--- src/rtl/seq_sub_16b_pkg.sv ---
// Shared definitions for the nibble-serial subtractor: nibble width, FSM
// encoding and the sizing helpers derived from the operand width.
package seq_sub_16b_pkg;

    localparam int NIB_W = 4;

    typedef enum logic [1:0] {
        ST_IDLE = 2'b00,
        ST_RUN  = 2'b01,
        ST_DONE = 2'b10
    } state_t;

    // Number of nibble steps needed to cover an operand of the given width.
    function automatic int calc_nnib(input int width);
        return width / NIB_W;
    endfunction

    // Width of the nibble index counter; never narrower than one bit.
    function automatic int calc_idx_w(input int width);
        int n;
        n = width / NIB_W;
        return (n <= 1) ? 1 : $clog2(n);
    endfunction

endpackage

--- src/rtl/seq_sub_16b_bla_sub_4b.sv ---
// Combinational 4-bit borrow-lookahead subtract slice.
// The subtraction a - b - bin is done as a + ~b + ~bin, so generate and
// propagate are formed on the inverted subtrahend and the carry chain is
// flattened into two-level lookahead terms. Borrow-out is the inverted
// carry-out.
module bla_sub_4b
    import seq_sub_16b_pkg::*;
(
    input  logic [NIB_W-1:0] a,
    input  logic [NIB_W-1:0] b,
    input  logic             bin,
    output logic [NIB_W-1:0] diff,
    output logic             bout
);

    logic [NIB_W-1:0] w_bn;
    logic [NIB_W-1:0] w_g;
    logic [NIB_W-1:0] w_p;
    logic [NIB_W-1:0] w_c;
    logic             w_cin;

    // Lookahead carries, each expressed directly in generate/propagate terms.
    // NOTE: every variable here is assigned on every evaluation, so no latch can be inferred.
    always_comb begin
        w_bn  = ~b;
        w_g   = a & w_bn;
        w_p   = a ^ w_bn;
        w_cin = ~bin;

        w_c[0] = w_g[0]
               | (w_p[0] & w_cin);
        w_c[1] = w_g[1]
               | (w_p[1] & w_g[0])
               | (w_p[1] & w_p[0] & w_cin);
        w_c[2] = w_g[2]
               | (w_p[2] & w_g[1])
               | (w_p[2] & w_p[1] & w_g[0])
               | (w_p[2] & w_p[1] & w_p[0] & w_cin);
        w_c[3] = w_g[3]
               | (w_p[3] & w_g[2])
               | (w_p[3] & w_p[2] & w_g[1])
               | (w_p[3] & w_p[2] & w_p[1] & w_g[0])
               | (w_p[3] & w_p[2] & w_p[1] & w_p[0] & w_cin);
    end

    assign diff = w_p ^ {w_c[2:0], w_cin};
    assign bout = ~w_c[3];

endmodule

--- src/rtl/seq_sub_16b.sv ---
// Nibble-serial WIDTH-bit subtractor: diff = a - b - bin.
// One 4-bit lookahead slice is reused every RUN cycle, LSB nibble first,
// with the borrow carried between cycles in a register. A start/ready/done
// handshake fronts the datapath; ready is the only output decoded from
// state, everything else is registered.
module seq_sub_16b
    import seq_sub_16b_pkg::*;
#(
    parameter int WIDTH = 16
) (
    input  logic             clk,
    input  logic             rst,
    input  logic             start,
    output logic             ready,
    input  logic [WIDTH-1:0] a,
    input  logic [WIDTH-1:0] b,
    input  logic             bin,
    output logic [WIDTH-1:0] diff,
    output logic             bout,
    output logic             ovf,
    output logic             done
);

    localparam int NNIB  = calc_nnib(WIDTH);
    localparam int IDX_W = calc_idx_w(WIDTH);

    state_t           r_state;
    logic [WIDTH-1:0] r_a;
    logic [WIDTH-1:0] r_b;
    logic             r_borrow;
    logic [IDX_W-1:0] r_idx;
    logic [WIDTH-1:0] r_diff;
    logic             r_bout;
    logic             r_ovf;
    logic             r_done;

    logic             w_accept;
    logic             w_last;
    logic [NIB_W-1:0] w_a_nib;
    logic [NIB_W-1:0] w_b_nib;
    logic [NIB_W-1:0] w_nib_diff;
    logic             w_nib_bout;

    assign ready    = (r_state == ST_IDLE);
    assign w_accept = ready & start;
    assign w_last   = (r_idx == IDX_W'(NNIB - 1));

    // Select the operand nibbles for the step currently being processed.
    assign w_a_nib = r_a[NIB_W*int'(r_idx) +: NIB_W];
    assign w_b_nib = r_b[NIB_W*int'(r_idx) +: NIB_W];

    bla_sub_4b u_slice (
        .a    (w_a_nib),
        .b    (w_b_nib),
        .bin  (r_borrow),
        .diff (w_nib_diff),
        .bout (w_nib_bout)
    );

    // Capture the operands on accept; they are only read during RUN.
    // NOTE: pure datapath registers with no reset; they are always loaded before they are read.
    always_ff @(posedge clk) begin
        if (w_accept) begin
            r_a <= a;
            r_b <= b;
        end
    end

    // Handshake FSM and the per-nibble result, borrow and flag updates.
    // NOTE: non-blocking assignments keep every register sampling pre-edge values, like real flops.
    always_ff @(posedge clk) begin
        if (rst) begin
            r_state  <= ST_IDLE;
            r_idx    <= '0;
            r_borrow <= 1'b0;
            r_diff   <= '0;
            r_bout   <= 1'b0;
            r_ovf    <= 1'b0;
            r_done   <= 1'b0;
        end else begin
            r_done <= 1'b0;
            case (r_state)
                ST_IDLE: begin
                    if (w_accept) begin
                        r_borrow <= bin;
                        r_idx    <= '0;
                        r_state  <= ST_RUN;
                    end
                end
                ST_RUN: begin
                    r_diff[NIB_W*int'(r_idx) +: NIB_W] <= w_nib_diff;
                    r_borrow <= w_nib_bout;
                    if (w_last) begin
                        // Result MSB comes from the slice output of this final step.
                        r_bout  <= w_nib_bout;
                        r_ovf   <= (r_a[WIDTH-1] != r_b[WIDTH-1]) &&
                                   (w_nib_diff[NIB_W-1] != r_a[WIDTH-1]);
                        r_done  <= 1'b1;
                        r_state <= ST_DONE;
                    end else begin
                        r_idx <= r_idx + IDX_W'(1);
                    end
                end
                ST_DONE: begin
                    r_state <= ST_IDLE;
                end
                default: begin
                    r_state <= ST_IDLE;
                end
            endcase
        end
    end

    assign diff = r_diff;
    assign bout = r_bout;
    assign ovf  = r_ovf;
    assign done = r_done;

endmodule

--- config.mk ---
export PLATFORM = sky130hd
export DESIGN_NAME = seq_sub_16b
export DESIGN_NICKNAME = d
export VERILOG_FILES = /design/src/rtl/seq_sub_16b_pkg.sv /design/src/rtl/seq_sub_16b_bla_sub_4b.sv /design/src/rtl/seq_sub_16b.sv
export SDC_FILE = /design/constraint.sdc
export NUM_CORES = 1
export LEC_CHECK = 0
export BUFFER_PORTS_ARGS = -buffer_cell sky130_fd_sc_hd__buf_4
export CORE_MARGIN = 1.5
export CORE_UTILIZATION = 57
export DETAILED_ROUTE_END_ITERATION = 8
export PLACE_DENSITY = 0.84
export SYNTH_ARGS = -nofsm -noshare
export SYNTH_HDL_FRONTEND = slang
export SYNTH_SLANG_ARGS = --single-unit
--- constraint.sdc ---
create_clock -name clk -period 7.2 [get_ports clk]
set_input_delay 0.72 -clock clk [delete_from_list [all_inputs] [get_ports clk]]
set_output_delay 0.72 -clock clk [all_outputs]
set_load 0.05 [all_outputs]
Word level (Yosys, flattened, before mapping)
Index checks and enable logic that the tools add are counted.
{"block": "totals", "ff_bits": 56, "in_bits": 36, "wordCells": 74}
{"block": "op_classes", "add_sub_neg": 2, "n_eq_ne": 7, "shift": 4, "muxes": 10, "bitwise_logic": 34, "reduce_logical": 8}
{"operator": "negator 4 -> 33 bit", "n": 1}
{"operator": "variable shift 4 x 33 -> 16 bit (first input constant)", "n": 1}
{"operator": "indexed part select 4 x 33 -> 16 bit", "n": 1}
{"operator": "indexed part select 16 x 5 -> 4 bit", "n": 2}
{"operator": "bitwise AND 1 bit", "n": 17}
{"operator": "bitwise mux 16 bit", "n": 1}
{"operator": "bitwise OR 1 bit", "n": 10}
{"operator": "2-to-1 mux 2 bit", "n": 4}
{"operator": "case mux 2 bit (2 select lines)", "n": 2}
{"operator": "bitwise XOR 4 bit", "n": 2}
{"operator": "AND reduction 2 bit", "n": 3}
{"operator": "bitwise AND 4 bit", "n": 1}
{"operator": "inequality test 2 bit (second input constant)", "n": 2}
{"operator": "inverter 4 bit", "n": 1}
{"operator": "inverter 1 bit", "n": 3}
{"operator": "AND reduction 3 bit", "n": 1}
{"operator": "adder 2 x 1 -> 2 bit (second input constant)", "n": 1}
{"operator": "equality test 2 x 1 -> 1 bit (second input constant)", "n": 1}
{"operator": "equality test 2 bit (second input constant)", "n": 1}
{"operator": "logical NOT 2 bit", "n": 1}
{"operator": "2-to-1 mux 1 bit", "n": 2}
{"operator": "inequality test 1 bit", "n": 2}
{"operator": "inequality test 2 x 1 -> 1 bit (second input constant)", "n": 1}
{"operator": "case mux 1 bit (2 select lines)", "n": 1}
{"operator": "3 further kinds", "n": 3}

Logic depth before layout (Yosys ltp)
{"block": "logic_depth", "ltp_word": 10, "depth_mapped": 9, "mapped_depth_nobuf": 8}

By module
A second synthesis with hierarchy kept.
{"block": "unflattened", "hier_cells": 188, "hier_area_um2": 2459.9}
{"module": "seq_sub_16b", "instances": 1, "cells_per_inst": 164, "area_per_inst_um2": 2257.2, "seq_area_each_um2": 1441.4}
{"module": "bla_sub_4b", "instances": 1, "cells_per_inst": 24, "area_per_inst_um2": 202.7, "seq_area_each_um2": 0.0}

Worst setup path before layout
No wires, ideal clock.
{"block": "synth_timing", "path_type": "reg2reg", "start": "reg r_idx[0]", "end": "reg r_ovf (netlist: ovf)", "setup_ns": 0.120, "arrival_time_ns": 2.585, "path_slack_ns": 4.495, "path_stages_with_launch": 9, "cell_sequence": "dfxtp_1 > buf_2 > mux4_2 > ha_1 > nor2b_2 > o2111a_1 > a221oi_4 > nor3b_1 > o31a_1"}
{"block": "synth_via", "elab_chain_len": 10}
{"item": "start, declared", "line": "seq_sub_16b.sv:31", "text": "logic [IDX_W-1:0] r_idx;"}
{"item": "start signal, assigned", "line": "seq_sub_16b.sv:101", "text": "r_idx <= r_idx + IDX_W'(1);"}
{"item": "indexed part select 16 x 5 -> 4 bit", "line": "seq_sub_16b.sv:50", "text": "assign w_b_nib = r_b[NIB_W*int'(r_idx) +: NIB_W];"}
{"item": "inverter 4 bit", "line": "seq_sub_16b_bla_sub_4b.sv:25", "text": "w_bn = ~b;"}
{"item": "bitwise XOR 4 bit / bitwise AND 4 bit (equally long branches)", "line": "seq_sub_16b_bla_sub_4b.sv:27, seq_sub_16b_bla_sub_4b.sv:26"}
{"item": "bitwise AND 1 bit (on tied branches)", "line": "seq_sub_16b_bla_sub_4b.sv:36, seq_sub_16b_bla_sub_4b.sv:37, seq_sub_16b_bla_sub_4b.sv:38"}
{"item": "bitwise OR 1 bit, or another cell as far along", "line": "seq_sub_16b_bla_sub_4b.sv:36", "text": "| (w_p[2] & w_g[1])"}
{"item": "bitwise OR 1 bit / bitwise AND 1 bit (equally long branches)", "line": "seq_sub_16b_bla_sub_4b.sv:37, seq_sub_16b_bla_sub_4b.sv:38"}
{"item": "bitwise OR 1 bit", "line": "seq_sub_16b_bla_sub_4b.sv:38", "text": "| (w_p[2] & w_p[1] & w_p[0] & w_cin);"}
{"item": "bitwise XOR 4 bit", "line": "seq_sub_16b_bla_sub_4b.sv:46", "text": "assign diff = w_p ^ {w_c[2:0], w_cin};"}
{"item": "inequality test 1 bit", "line": "seq_sub_16b.sv:97", "text": "(w_nib_diff[NIB_W-1] != r_a[WIDTH-1]);"}
{"item": "logical AND 1 bit", "line": "seq_sub_16b.sv:96", "text": "r_ovf <= (r_a[WIDTH-1] != r_b[WIDTH-1]) &&"}
{"item": "end signal, assigned", "line": "seq_sub_16b.sv:96"}
{"item": "end, declared", "line": "seq_sub_16b.sv:34", "text": "logic r_ovf;"}
Parallel ways exist; a longest one is shown, timed or not.
A chain may end at the register's enable or synchronous reset.

Worst setup path after layout
Same ends and word-level chain as after synthesis.

==> impl_metrics.env <==
export IMPL_status="finished clean"
export IMPL_critPathKind="register to register"
export IMPL_die_x_um=67.60
export IMPL_postCtsHoldBufs=0
export IMPL_startpoint_type="register"
export IMPL_final_nets=274
export IMPL_worst_slew_pin_slew_ns=0.8469
export IMPL_hold_depth=2
export IMPL_min_path_type="register to register"
export IMPL_yosys_warnings=0
export IMPL_holdWs_ns=0.4615
export IMPL_critical_path_slowest_cell="dfxtp_1"
export IMPL_synth_edff_count=32
export IMPL_hold_viol=0
export IMPL_synth_cells=169
export IMPL_grt_setup_unrepaired="no"
export IMPL_grt_usage=0.2045
export IMPL_yosysSeqAreaShare=0.6060
export IMPL_layout_commonest_cell="buf_4"
export IMPL_crit_arrival_ns=3.27
export IMPL_final_cell_mix="buf_4 (56), edfxtp_1 (32), nor2_1 (25)"
export IMPL_clockBufferDepth=2
export IMPL_drt_iter0_markers=105
export IMPL_timing_final_crit_share=0.4259
export IMPL_synth_top_area_share=0.4040
export IMPL_period_minus_slack_ns=3.066
export IMPL_cp_required_ns=7.40
export IMPL_yosysUniqueCellTypes=42
export IMPL_clk_latency_ns=0.30
export IMPL_powerDensity_nw_per_um2=217.6
export IMPL_placementRows=23
export IMPL_ys_seq_elements=56
export IMPL_gp_congestion=0.7927
export IMPL_r2r_cells=8
export IMPL_clkTransAtPathRegs_ns=0.10
export IMPL_finalClockSkew_ns=0.004582
export IMPL_max_stage_delay_ns=0.89
export IMPL_syn_area_per_cell_um2=14.07
export IMPL_max_freq_mhz=326.1
export IMPL_place_ws_ns=4.111
export IMPL_clock_root_buffer="clkbuf_8"
export IMPL_ant_nets=0
export IMPL_power_uw=637.7
export IMPL_die_h_um=67.60
export IMPL_dpl_hpwl_um=3046
export IMPL_dieArea_um2=4569
export IMPL_numPortBuffers=55
export IMPL_crit_chain="mux4_2, inv_1, ha_1, nor2b_2, o2111a_1, a221oi_4, nor3b_1, o31a_1"
export IMPL_slew_headroom=0.4346
export IMPL_postCtsSetupBuffers=0
export IMPL_maxCapViolCount=0
export IMPL_antenna_found_initial=0
export IMPL_drc=0
export IMPL_dr_pass1_iters=4
export IMPL_synth_top_area_cell="edfxtp_1"
export IMPL_cts_resized=0
export IMPL_cts_sinks=56
export IMPL_pin_count=56
export IMPL_async_flop_share=0
export IMPL_grt_ovfl_total=0
export IMPL_peakVddDrop_uv=138.5
export IMPL_path_max_fanout=15
export IMPL_num_antenna_cells=0
export IMPL_drt_wirelength_per_cell_um=15.17
export IMPL_cts_tree="yes"
export IMPL_cts_buffers=5
export IMPL_grt_pass1_wl_um=6782
export IMPL_slew_violations=0
export IMPL_vias_per_cell=5.669
export IMPL_area_growth_pct=23.20
export IMPL_fin_tns_setup_ns=0
export IMPL_vias=1576
export IMPL_grt_max_degree=34
export IMPL_htreeDepth=2
export IMPL_initial_core_util=0.5946
export IMPL_drt_total_wl_um=4216
export IMPL_core_um2=4000
export IMPL_netlist_area_um2=2379
export IMPL_timing_final_ws_setup_ns=4.134
export IMPL_post_route_util=0.7326
export IMPL_worstSetupEndpointType="register"
export IMPL_synth_area_leaders="edfxtp_1 (40%), dfxtp_1 (20%), mux4_2 (7.6%)"
export IMPL_layout_drive_gt1_share=0.3728
export IMPL_setup_viol=0
export IMPL_synthesis_nets=216
export IMPL_grt_pass1_vias=1499
export IMPL_leakagePower_uw=0.001153
export IMPL_ys_flop_type="edfxtp_1"
-- layer usage --
metal	track usage	share of wire	vias to the layer above
met5	0	0	-
met3	0.05500	0.056	6
met2	0.3640	0.51	58
li1	-	-	752
met1	0.2436	0.42	760
met4	0.05357	0.011	0
-- power by group --
group	internal (µW)	leakage, µW	total (µW)	switching [µW]
sequential	354	0.000499	363	9.02
combinational	49.1	0.000614	108	58.7
clock	69.0	0.0000404	167	98.2
-- stage by stage --
stage | cells | area (µm²)
final | 278 | 2930
after global routing | 278 | 2930
after global placement | 270 | 2838
after floorplan | 169 | 2379
after detailed placement | 270 | 2838
after CTS | 278 | 2930
-- cell usage after synthesis (all sizes together), types with 3 or more instances --
master / count
edfxtp: 32
clkbuf: 3
a21oi: 4
mux4: 8
a32oi: 3
nand2: 7
dfxtp: 24
a22oi: 15
nor2: 25
inv: 8
ha: 10
-- path summary, 6_finish.rpt --
check	from	endpoint	slack, ns
max reg2reg	r_idx[0]$_SDFFE_PP0P_	ovf$_SDFFE_PP0P_	4.13
min	diff[6]$_SDFFE_PP0P_	diff[6]$_SDFFE_PP0P_	0.46
max	r_idx[0]$_SDFFE_PP0P_	ovf$_SDFFE_PP0P_	4.13
min reg2reg	diff[6]$_SDFFE_PP0P_	diff[6]$_SDFFE_PP0P_	0.46
-- kinds of logic (layout without fill, tap and decap cells) --
family                   after synthesis  count (layout)  share of synthesized area
multiplexers                          10              10                    0.08469
XOR/XNOR                               1               1                   0.003683
adder cells (fa/ha/maj)               11              11                    0.06102
buffers and inverters                 13              72                    0.02262
flip-flops                            56              56                     0.6060
AND/OR/NAND/NOR                       46              46                     0.1073
AO/OA/AOI/OAI                         32              32                     0.1147
-- flip-flops by register name, summed over array words and instances (netlist names) --
register,cells
diff,16
r_a,16
r_b,16
r_idx,2
r_state,2
bout,1
done,1
ovf,1
r_borrow,1
-- cell type report --
cell class,instances,area [µm²]
clock buffer,5,68.82
clock inverter,3,23.77
fill,272,1070
inverter,8,30.03
multi-input combinational,100,883.3
sequential,56,1441
tap,50,62.56
timing repair buffer,56,420.4
-- worst max-delay path: cells and delay by family, from the launching register on --
family	cells	cell delay, ns
AOI/OAI and AO/OA	3	0.89
DFF	1	0.89
muxes	1	0.63
and+or+nand+nor	2	0.27
adders and majority gates	1	0.21
buffers and inverters	1	0.08
Power figures use the tool's default switching activity.
